<file path="config.mk">
export PLATFORM = sky130hd
export DESIGN_NAME = led_status_ctrl
export DESIGN_NICKNAME = d
export VERILOG_FILES = /design/src/rtl/led_status_ctrl.sv
export SDC_FILE = /design/constraint.sdc
export NUM_CORES = 1
export LEC_CHECK = 0
export CAP_MARGIN = 25
export CORE_MARGIN = 3
export CORE_UTILIZATION = 40
export CTS_CLUSTER_SIZE = 25
export DETAILED_ROUTE_END_ITERATION = 8
export GPL_TIMING_DRIVEN = 0
export HOLD_SLACK_MARGIN = 0.05
export SYNTH_ARGS = -nofsm -noshare
export SYNTH_HDL_FRONTEND = slang
export SYNTH_SLANG_ARGS = --single-unit
export TNS_END_PERCENT = 100
</file>
<file path="constraint.sdc">
create_clock -name clk -period 11.5 [get_ports clk]
set_input_delay 2.3 -clock clk [delete_from_list [all_inputs] [get_ports clk]]
set_output_delay 2.3 -clock clk [all_outputs]
set_load 0.1 [all_outputs]
</file>
<file path="src/rtl/led_status_ctrl.sv">
// rtl/led_status_ctrl.sv - multi-channel LED driver with on/off, shared slow/fast blink and per-channel burst patterns
module led_status_ctrl #(
  parameter int N_LED      = 6,
  parameter int SLOW_HALF  = 25_000_000,
  parameter int FAST_HALF  = 6_250_000,
  parameter int GAP_LEN    = 50_000_000,
  parameter bit ACTIVE_LOW = 1'b0
) (
  input  logic               clk,
  input  logic               reset,
  input  logic [3*N_LED-1:0] mode,
  input  logic [4*N_LED-1:0] count,
  output logic [N_LED-1:0]   led
);

  localparam logic [2:0] MODE_OFF   = 3'd0;
  localparam logic [2:0] MODE_ON    = 3'd1;
  localparam logic [2:0] MODE_SLOW  = 3'd2;
  localparam logic [2:0] MODE_FAST  = 3'd3;
  localparam logic [2:0] MODE_BURST = 3'd4;

  localparam logic [1:0] ST_IDLE      = 2'd0;
  localparam logic [1:0] ST_PULSE_ON  = 2'd1;
  localparam logic [1:0] ST_PULSE_OFF = 2'd2;
  localparam logic [1:0] ST_GAP       = 2'd3;

  localparam int SW = (SLOW_HALF > 1) ? $clog2(SLOW_HALF) : 1;
  localparam int FW = (FAST_HALF > 1) ? $clog2(FAST_HALF) : 1;
  localparam int GW = (GAP_LEN > 1) ? $clog2(GAP_LEN) : 1;
  // One per-channel cycle counter covers both pulse halves and the gap.
  localparam int CW = (FW > GW) ? FW : GW;

  localparam logic [SW-1:0] SLOW_LAST = SW'(SLOW_HALF - 1);
  localparam logic [FW-1:0] FAST_LAST = FW'(FAST_HALF - 1);
  localparam logic [CW-1:0] PULSE_END = CW'(FAST_HALF - 1);
  localparam logic [CW-1:0] GAP_END   = CW'(GAP_LEN - 1);

  logic [SW-1:0]    slow_cnt_q, slow_cnt_d;
  logic [FW-1:0]    fast_cnt_q, fast_cnt_d;
  logic             slow_ph_q, slow_ph_d;
  logic             fast_ph_q, fast_ph_d;
  logic [N_LED-1:0] led_q, led_d;

  // Free-running shared blink timebases so every blinking channel stays in lockstep.
  always_comb begin
    slow_cnt_d = slow_cnt_q + SW'(1);
    slow_ph_d  = slow_ph_q;
    if (slow_cnt_q == SLOW_LAST) begin
      slow_cnt_d = '0;
      slow_ph_d  = ~slow_ph_q;
    end
    fast_cnt_d = fast_cnt_q + FW'(1);
    fast_ph_d  = fast_ph_q;
    if (fast_cnt_q == FAST_LAST) begin
      fast_cnt_d = '0;
      fast_ph_d  = ~fast_ph_q;
    end
  end

  // Timebase and output registers.
  always_ff @(posedge clk or posedge reset) begin
    if (reset) begin
      slow_cnt_q <= '0;
      fast_cnt_q <= '0;
      slow_ph_q  <= 1'b0;
      fast_ph_q  <= 1'b0;
      led_q      <= {N_LED{ACTIVE_LOW}};
    end else begin
      slow_cnt_q <= slow_cnt_d;
      fast_cnt_q <= fast_cnt_d;
      slow_ph_q  <= slow_ph_d;
      fast_ph_q  <= fast_ph_d;
      led_q      <= led_d;
    end
  end

  assign led = led_q;

  for (genvar i = 0; i < N_LED; i++) begin : g_ch
    logic [2:0]    ch_mode;
    logic [3:0]    ch_count;
    logic [2:0]    mode_hist_q;
    logic [3:0]    count_hist_q;
    logic [1:0]    st_q, st_d;
    logic [CW-1:0] cyc_q, cyc_d;
    logic [3:0]    pc_q, pc_d;
    logic          changed;
    logic          ch_lg;

    assign ch_mode  = mode[3*i +: 3];
    assign ch_count = count[4*i +: 4];
    assign changed  = (ch_mode != mode_hist_q) || (ch_count != count_hist_q);

    // Burst sequencer; any setting change parks it in IDLE so the burst restarts cleanly.
    always_comb begin
      st_d  = st_q;
      cyc_d = cyc_q + CW'(1);
      pc_d  = pc_q;
      if (changed || (ch_mode != MODE_BURST)) begin
        st_d  = ST_IDLE;
        cyc_d = '0;
      end else begin
        case (st_q)
          ST_IDLE: begin
            cyc_d = '0;
            if (ch_count != 4'd0) begin
              st_d = ST_PULSE_ON;
              pc_d = ch_count;
            end
          end
          ST_PULSE_ON: begin
            if (cyc_q == PULSE_END) begin
              st_d  = ST_PULSE_OFF;
              cyc_d = '0;
            end
          end
          ST_PULSE_OFF: begin
            if (cyc_q == PULSE_END) begin
              cyc_d = '0;
              pc_d  = pc_q - 4'd1;
              st_d  = (pc_q == 4'd1) ? ST_GAP : ST_PULSE_ON;
            end
          end
          default: begin
            if (cyc_q == GAP_END) begin
              cyc_d = '0;
              if (ch_count == 4'd0) begin
                st_d = ST_IDLE;
              end else begin
                st_d = ST_PULSE_ON;
                pc_d = ch_count;
              end
            end
          end
        endcase
      end
    end

    // Logical LED level for the value this channel will hold after the coming edge.
    always_comb begin
      ch_lg = 1'b0;
      case (ch_mode)
        MODE_OFF:   ch_lg = 1'b0;
        MODE_ON:    ch_lg = 1'b1;
        MODE_SLOW:  ch_lg = slow_ph_d;
        MODE_FAST:  ch_lg = fast_ph_d;
        MODE_BURST: ch_lg = (st_d == ST_PULSE_ON);
        default:    ch_lg = 1'b0;
      endcase
    end

    assign led_d[i] = ch_lg ^ ACTIVE_LOW;

    // Per-channel sequencer state and input history.
    always_ff @(posedge clk or posedge reset) begin
      if (reset) begin
        mode_hist_q  <= '0;
        count_hist_q <= '0;
        st_q         <= ST_IDLE;
        cyc_q        <= '0;
        pc_q         <= '0;
      end else begin
        mode_hist_q  <= ch_mode;
        count_hist_q <= ch_count;
        st_q         <= st_d;
        cyc_q        <= cyc_d;
        pc_q         <= pc_d;
      end
    end
  end

endmodule

</file>
==> Yosys cells after proc, flatten, opt, wreduce, memory -nomap -nowiden <==
Index checks and enable logic that the tools add are counted.
{ "op_classes": {"addsub": 14, "eq_ne": 98, "n_mux": 112, "n_bitwise": 14, "reduce_logical": 48} }
{ "ops": {"columns": ["op", "count"], "rows": [
  ["26-bit 2-to-1 mux", 18],
  ["26-bit one-hot mux with 2 select lines", 6],
  ["26-bit by 1-bit adder with 26-bit output, second input constant", 6],
  ["26-bit by 23-bit equality test with 1-bit output, second input constant", 6],
  ["26-bit equality test, second input constant", 6],
  ["4-bit 2-to-1 mux", 24],
  ["2-bit 2-to-1 mux", 36],
  ["4-bit one-hot mux with 3 select lines", 6],
  ["3-bit by 2-bit equality test with 1-bit output, second input constant", 12],
  ["2-bit one-hot mux with 3 select lines", 6],
  ["6-bit AND reduction", 6],
  ["25-bit by 1-bit adder with 25-bit output, second input constant", 1],
  ["25-bit equality test, second input constant", 1],
  ["25-bit 2-to-1 mux", 1],
  ["2-bit by 1-bit equality test with 1-bit output, second input constant", 12],
  ["4-bit by 1-bit equality test with 1-bit output, second input constant", 6],
  ["4-bit logical NOT", 6],
  ["2-bit != test, second input constant", 12],
  ["4-bit != test", 6],
  ["1-bit one-hot mux with 4 select lines", 6],
  ["4-bit nonzero test", 6],
  ["4-bit by 1-bit subtractor with 4-bit output, second input constant", 6],
  ["23-bit by 1-bit adder with 23-bit output, second input constant", 1],
  ["23-bit equality test, second input constant", 1],
  ["13 further kinds", 89]
]} }
{ "word_totals": {"ff_bits": 290, "in_bits": 44, "out_inout_bits": 6, "elab_cells": 321} }

==> Logic depth before layout (Yosys ltp) <==
{ "depth": {"word_depth": 7, "mapped_depth": 9, "mapped_depth_nobuf": 8} }

==> Worst setup path before layout <==
OpenSTA, ideal clock, no wires.
{ "synth_timing": {"kind": "in2reg", "from": "input count[0]", "to": "register g_ch[0].pc_q[2]", "setup_time_ps": 124, "t_arrival_ps": 3949, "required_time_ps": 11376, "slack_ps": 7427, "cell_stages": 8, "n_path_buf": 2, "path_cell_list": "or4_1 > clkbuf_1 > mux2_2 > a31oi_1 > a2111o_1 > buf_6 > nor3_1 > a211o_1"} }
{ "synth_between": {"elab_chain_len": 5, "word_cells_on_any_way": 9, "cone_classes": "eq/ne: 3; bitwise: 1; reduce/logical: 5"} }
{ "synth_lines": {"columns": ["element", "line_no", "rtl"], "rows": [
  ["start: declaration", "12", "input logic [4*N_LED-1:0] count,"],
  ["4-bit != test", "92", "assign changed = (ch_mode != mode_hist_q) || (ch_count != count_hist_q);"],
  ["1-bit logical OR", "92", null],
  ["1-bit logical OR", "99", "if (changed || (ch_mode != MODE_BURST)) begin"],
  ["1-bit inverter (no source line)", null, null],
  ["6-bit AND reduction (no source line) *", null, null],
  ["end signal: assignment", "167", "pc_q <= pc_d;"],
  ["end: declaration", "86", "logic [3:0] pc_q, pc_d;"]
]} }
Every way passes the cells marked *; elsewhere a longest branch is shown, timed or not.
A chain may end at the register's enable or synchronous reset.

==> Final worst setup path <==
{ "layout_timing": {"from": "register led_q[2] (netlist: led[2])", "to": "output led[2]"} }
{ "layout_lines": {"columns": ["element", "line_no", "rtl"], "rows": [
  ["start: declaration", "42", "logic [N_LED-1:0] led_q, led_d;"],
  ["start signal: assignment", "67", "led_q <= {N_LED{ACTIVE_LOW}};"],
  ["start signal: assignment", "73", "led_q <= led_d;"],
  ["end: declaration", "13", "output logic [N_LED-1:0] led"]
]} }
No word-level cell between the ends.

==> results.py <==
metrics = {
    "min_path": {
        "min-delay-start": "g_ch[3].cyc_q[0]",
        "holdPathStages": 1,
        "worst_hold_path.endpoint": "g_ch[3].cyc_q[0]",
        "hold_class": "reg2reg",
    },
    "logic_synthesis": {
        "synthesis.nets": 1643,
        "postSynthCellCount": 1555,
        "ys_warn_count": 0,
        "syn-cell-area_um2": 15130,
        "yosysMostFrequentCell": "dfrtp_1",
        "yosysUniqueCellTypes": 81,
        "synth-edff-count": 0,
        "synth_top_area_share_pct": 47.96,
        "synth_top_cell_by_area": "dfrtp_1",
        "ys.flop_type": "dfrtp_1",
        "ys_async_sr_fraction_pct": 100.0,
        "synth.area.top_cells": "dfrtp_1 (48%), xor2_1 (6.3%), nor2_1 (5.9%)",
        "ys_seq_area_share_pct": 47.96,
        "ys_ff_latch": 290,
        "synth_common_cells": "dfrtp_1 (290), nor2_1 (239), nand2_1 (112)",
        "avgSynthCellArea_um2": 9.731,
    },
    "timing": {
        "skew_ns": 0.01402,
        "final.min_clock_period_ns": 4.316,
        "fmax_ghz": 0.2317,
        "setup_viol": 0,
        "whs_ns": 0.4820,
        "fin_ws_ns": 7.184,
        "slew_violations": 0,
        "timing.slew.headroom_pct": 34.73,
        "worst_slew_pin_slew_ns": 0.9760,
        "finalHoldViolCount": 0,
        "rsz0062_at_grt": "no",
        "fin_crit_sh_pct": 37.53,
    },
    "clocking": {
        "path_clk_slew_ns": 0.06,
        "ctsResizeCount": 0,
        "clock_sinks": 290,
        "postCtsSetupRepairBufs": 0,
        "ctsHtreeMaxLevel": 2,
        "cts_hold_buf": 0,
        "cts_buffers": 34,
        "clk_latency_ns": 0.51,
        "cts_tree": "yes",
        "cts_root_buf": "clkbuf_16",
        "cts_max_path_buffers": 3,
    },
    "worst_setup_path": {
        "slowest_stage": "clkdlybuf4s50_1",
        "worstSetupEndpointType": "primary output",
        "crit_chain": "clkdlybuf4s50_1",
        "worstPathRequired_ns": 9.20,
        "critPathBufInv": 1,
        "arrival_ns": 2.02,
        "critical_path_class": "reg2out",
        "regToRegSetupSlack_ns": 8.72,
        "r2r_end": "led[4]",
        "cp.depth": 1,
        "r2r-start": "slow_cnt_q[0]",
        "crit_family": "buffers and inverters",
        "start_kind": "flip-flop",
        "reg2reg_depth": 8,
        "slowest_delay_ns": 1.14,
        "crit_fanout": 1,
    },
    "drt": {
        "wirelength_mm": 31.11,
        "drtIter0Drc": 595,
        "viasPerCell": 5.221,
        "vias": 11320,
        "first_pass_iters": 5,
        "ant_nets": 0,
        "drc": 0,
        "wl_per_cell_um": 14.34,
    },
    "global_route": {
        "grt_busiest_layer": "met2",
        "grt_start_max_net_pins": 125,
        "met3_usage_pct": 2.627,
        "overflow": 0,
        "grt_pass1_wl_mm": 54.50,
        "met1_usage_pct": 21.85,
        "use_met2_pct": 25.21,
        "first_global_vias": 11290,
        "antenna_found_initial": 0,
        "track_usage_pct": 15.55,
    },
    "flow_run": {
        "max-cap-violations": 0,
    },
    "floorplan": {
        "design.core.area_um2": 36960,
        "initial_core_util_pct": 40.94,
        "die_area_um2": 40200,
        "rows": 70,
        "die_w_um": 200.5,
        "die_h_um": 200.5,
        "ios": 50,
    },
    "pwr": {
        "p_leak_uw": 0.007129,
        "total_power_uw": 2320,
        "powerDensity_nw_per_um2": 131.9,
        "ir_drop_v": 0.0001538,
    },
    "placed_design": {
        "place_hpwl_mm": 21.51,
        "pre_cts_slack_ns": 6.696,
        "placed_cells": 2110,
        "portBuffers": 49,
        "place_congestion": 0.8133,
    },
    "final_layout": {
        "drive_gt1_share_pct": 6.006,
        "area_growth_pct": 16.22,
        "final_net_count": 1730,
        "num_antenna_cells": 0,
        "final_cells": 2169,
    },
    "outcome": {
        "status": "completed",
    },
}
-- how the worst max path moves through the flow --
stage | from | endpoint | slack, ns
after floorplan | reset | fast_cnt_q[0] | 1.19
after global placement | reset | g_ch[2].pc_q[3] | -2.58
after detailed placement | count[8] | g_ch[2].pc_q[2] | 6.70
after CTS | led[2] | led[2] | 7.15
after global routing | led[2] | led[2] | 7.14
final | led[2] | led[2] | 7.18
-- flip-flops by register name, indices dropped and copies added, names as in the netlist --
name               count
g_ch.cyc_q           156
slow_cnt_q            25
g_ch.count_hist_q     24
g_ch.pc_q             24
fast_cnt_q            23
g_ch.mode_hist_q      18
g_ch.st_q             12
led                    6
fast_ph_q              1
slow_ph_q              1
-- logic make-up (layout without fill, tap and decap cells) --
group | after synthesis | count (layout) | share of synthesized area (%)
DFF | 290 | 290 | 47.96
muxes | 19 | 19 | 1.290
adders and majority gates | 44 | 44 | 3.638
xor gates and xnor gates | 203 | 203 | 11.75
and+or+nand+nor | 746 | 746 | 25.61
buffers and inverters | 95 | 205 | 2.497
AOI/OAI and AO/OA | 158 | 158 | 7.260
-- layout by cell type (no fill, tap or decap), types with 7 or more instances in the layout --
cell	count
nand4_1	47
xnor2_1	94
o21ai_1	10
buf_2	11
clkbuf_16	37
and2_1	12
nand4b_1	8
o22ai_1	9
bufinv_16	7
a31oi_1	16
mux2i_1	15
a21o_1	7
ha_1	44
nor4b_1	8
o21ai_0	21
xor2_1	108
clkbuf_1	17
and4_1	12
clkdlybuf4s50_1	49
dfrtp_1	290
nor3_1	42
nand2_1	112
nor4_1	38
or4_1	17
inv_1	65
nand3_1	94
and3_1	44
or3_1	19
a21oi_1	34
nor2_1	239
-- per-layer routing --
metal  wire, um  part of all wire, %  vias to the layer above
met5          0                    0                        -
met1      15320                   49                     5483
met2      14270                   46                      123
li1           -                    -                     5674
met3        935                  3.0                       44
met4        586                  1.9                        0
-- metrics by stage --
stage	instance area [um^2]	utilization [%]	TNS, ns
2_1_floorplan	15130	-	0
3_3_place_gp	16250	43.97	-739.66
3_5_place_dp	16320	44.16	0
4_1_cts	17590	47.58	0
5_1_grt	17590	47.58	0
6_report	17590	47.58	0
-- power breakdown --
part	internal [uW]	total, uW	switching [uW]
registers	1030	1040	6.89
clock network	772	1200	429
logic	30.8	79.6	48.8
-- cell type report --
type                            instances  area, um^2
Tap cell                              504       630.6
Clock buffer                           45        1006
Clock inverter                         14       257.7
Timing Repair Buffer                   51       545.5
Fill cell                            3544       19370
Sequential cell                       290        7257
Inverter                               67       259.0
Multi-Input combinational cell       1170        7505
Buffer                                 28       126.4
No activity file was read; power rests on OpenSTA's default activity.
==> RTL edit, RTL diff (same flow settings) <==
Change the parameter `ACTIVE_LOW` from 1'b0 to 1'b1.
--- a/src/rtl/led_status_ctrl.sv
+++ b/src/rtl/led_status_ctrl.sv
@@ -4,7 +4,7 @@
   parameter int SLOW_HALF  = 25_000_000,
   parameter int FAST_HALF  = 6_250_000,
   parameter int GAP_LEN    = 50_000_000,
-  parameter bit ACTIVE_LOW = 1'b0
+  parameter bit ACTIVE_LOW = 1'b1
 ) (
   input  logic               clk,
   input  logic               reset,
Check against the original RTL: not equivalent (a bounded check fails within 4 cycles, from zero or initial values and one cycle with reset high).
==> RTL edit against the original RTL <==
  * Setup slack got worse by 0.16 ns
  * Power decreased by 2.8%
  * Clock power decreased by 6%
  * First-iteration DRC count decreased by 8.2%
  * Critical endpoint is now g_ch[0].pc_q[3]
  * Synthesized area decreased by 1.0%
  * Non-clock buffer count increased by 6
  * Wire length decreased by 0.39%
  * Sequential cell count unchanged
  * Final area decreased by 1.4%
  * Hold slack got worse by 0.027 ns
  * Final cell count decreased by 1.8%
  * Die area decreased by 1.0%
==> RTL edit: results (changes against the original RTL) <==
INFO  placement      gp_congestion=0.799 [-1.8%]
INFO  synthesis      synth_xor_area_frac=0.119 [+0.00180]
INFO  synthesis      synth_cell_type_count=75 [-7.4%]
INFO  placement      detailed_place_hpwl=21.6mm [+0.45%]
INFO  synthesis      mappedNetlistNets=1633 [-0.61%]
INFO  global_route   grt_max_degree=115 [-8.0%]
INFO  synthesis      yosysSeqAreaShare=0.485 [+0.00547]
INFO  global_route   grt_util_all_layers=0.160 [+0.00452]
INFO  synthesis      synth_commonest_cells=284 x sky130_fd_sc_hd__dfrtp_1, 241 x sky130_fd_sc_hd__nor2_1, 117 x sky130_fd_sc_hd__nand2_1
INFO  critical_path  slowest_delay=0.60ns [-0.54 ns]
INFO  critical_path  cp_data_arrival_time=4.86ns [+2.84 ns]
INFO  routing        route.vias.total=11072 [-2.2%]
INFO  outcome        outcome=completed
INFO  power_and_ir_drop vdd_drop_max=0.0735mV [-52%]
INFO  sta            worstMarginPinSlew=0.976ns [+0.000259 ns]
INFO  sta            finClkSkew=0.00952ns [-0.00451 ns]
INFO  synthesis      synth-compound-area-share=0.0713 [-0.00134]
INFO  clock_network  cts_root_buf=sky130_fd_sc_hd__clkbuf_16
INFO  synthesis      synth_area_leaders=sky130_fd_sc_hd__dfrtp_1 47%, sky130_fd_sc_hd__xnor2_1 6.1%, sky130_fd_sc_hd__nor2_1 6.0%
INFO  clock_network  numCtsBuffers=35 [+2.9%]
INFO  synthesis      yosys.area_share.adder=0.0368 [+0.000377]
INFO  clock_network  h_tree_depth_reported_by_cts=2 [unchanged]
INFO  critical_path  timing.critical_path.max_delay_family=compound AO/OA/AOI/OAI gates
INFO  critical_path  critPathMaxFanout=5 [+4]
INFO  synthesis      synth-main-ff-cell=sky130_fd_sc_hd__dfrtp_1
INFO  routing        route.detailed.wl_per_inst=14.6um [+1.5%]
INFO  power_and_ir_drop leakagePower=0.00690uW [-3.2%]
INFO  synthesis      synth.mux.area_fraction=0.00894 [-0.00396]
INFO  routing        drt_first_iter_violations=546 [-8.2%]
INFO  global_route   first_pass_grt_wire_length=54.0mm [-0.95%]
INFO  cells_and_area n_fill_cell=3472 [-2.0%]
INFO  cells_and_area nets=1723 [-0.40%]
## RTL edit: final timing paths
kind | end | depth (start not counted) | slack, ns | from
setup / recovery | g_ch[0].pc_q[3] | 7 | 7.03 | count[0]
hold / removal | slow_cnt_q[0] | 1 | 0.45 | slow_cnt_q[0]
setup reg to reg | led[2] | 7 | 8.60 | g_ch[2].cyc_q[0]
hold reg to reg | slow_cnt_q[0] | 1 | 0.45 | slow_cnt_q[0]
max in group asynchronous | g_ch[2].cyc_q[0] | 3 | 8.18 | reset
min in group asynchronous | g_ch[1].cyc_q[23] | 2 | 2.32 | reset
## RTL edit: metrics by stage
step,hold WS [ns],cells,setup slack [ns],instance area [um^2],setup TNS [ns]
after detailed placement,0.449,2066,6.50,16100,0
final,0.455,2129,7.03,17300,0
after global placement,0.441,2062,-2.60,16100,-730.24
after global routing,0.486,2129,6.85,17300,0
after floorplan,0.424,1545,1.20,15000,0
after CTS,0.457,2129,6.99,17300,0
## RTL edit: logic make-up after synthesis
| group | after synthesis |
|---|---|
| compound gates | 156 |
| xor+xnor | 204 |
| fa+ha+maj | 44 |
| buf+inv | 105 |
| flops | 290 |
| mux | 13 |
| simple gates | 733 |
## RTL edit: where the power goes
part | internal (uW) | switching (uW)
logic | 31.8 | 50.6
registers | 1030 | 7.01
clock network | 706 | 425
## RTL edit: cell type report
cell class,instances,area [um^2],share of cell area
Inverter,73,282,0.0162
Clock inverter,13,148,0.00852
Tap cell,468,586,0.0338
Buffer,32,145,0.00837
Multi-Input combinational cell,1150,7290,0.421
Sequential cell,290,7260,0.419
Timing Repair Buffer,53,564,0.0325
Clock buffer,50,1050,0.0608
## RTL edit: metal layers
metal	share of wire	up-vias	global-route usage	routed length (um)
met3	0.030	48	0.0241	941
met5	0	-	0	0
li1	-	5572	-	-
met2	0.45	127	0.259	14100
met4	0.021	0	0.0434	638
met1	0.49	5325	0.226	15300
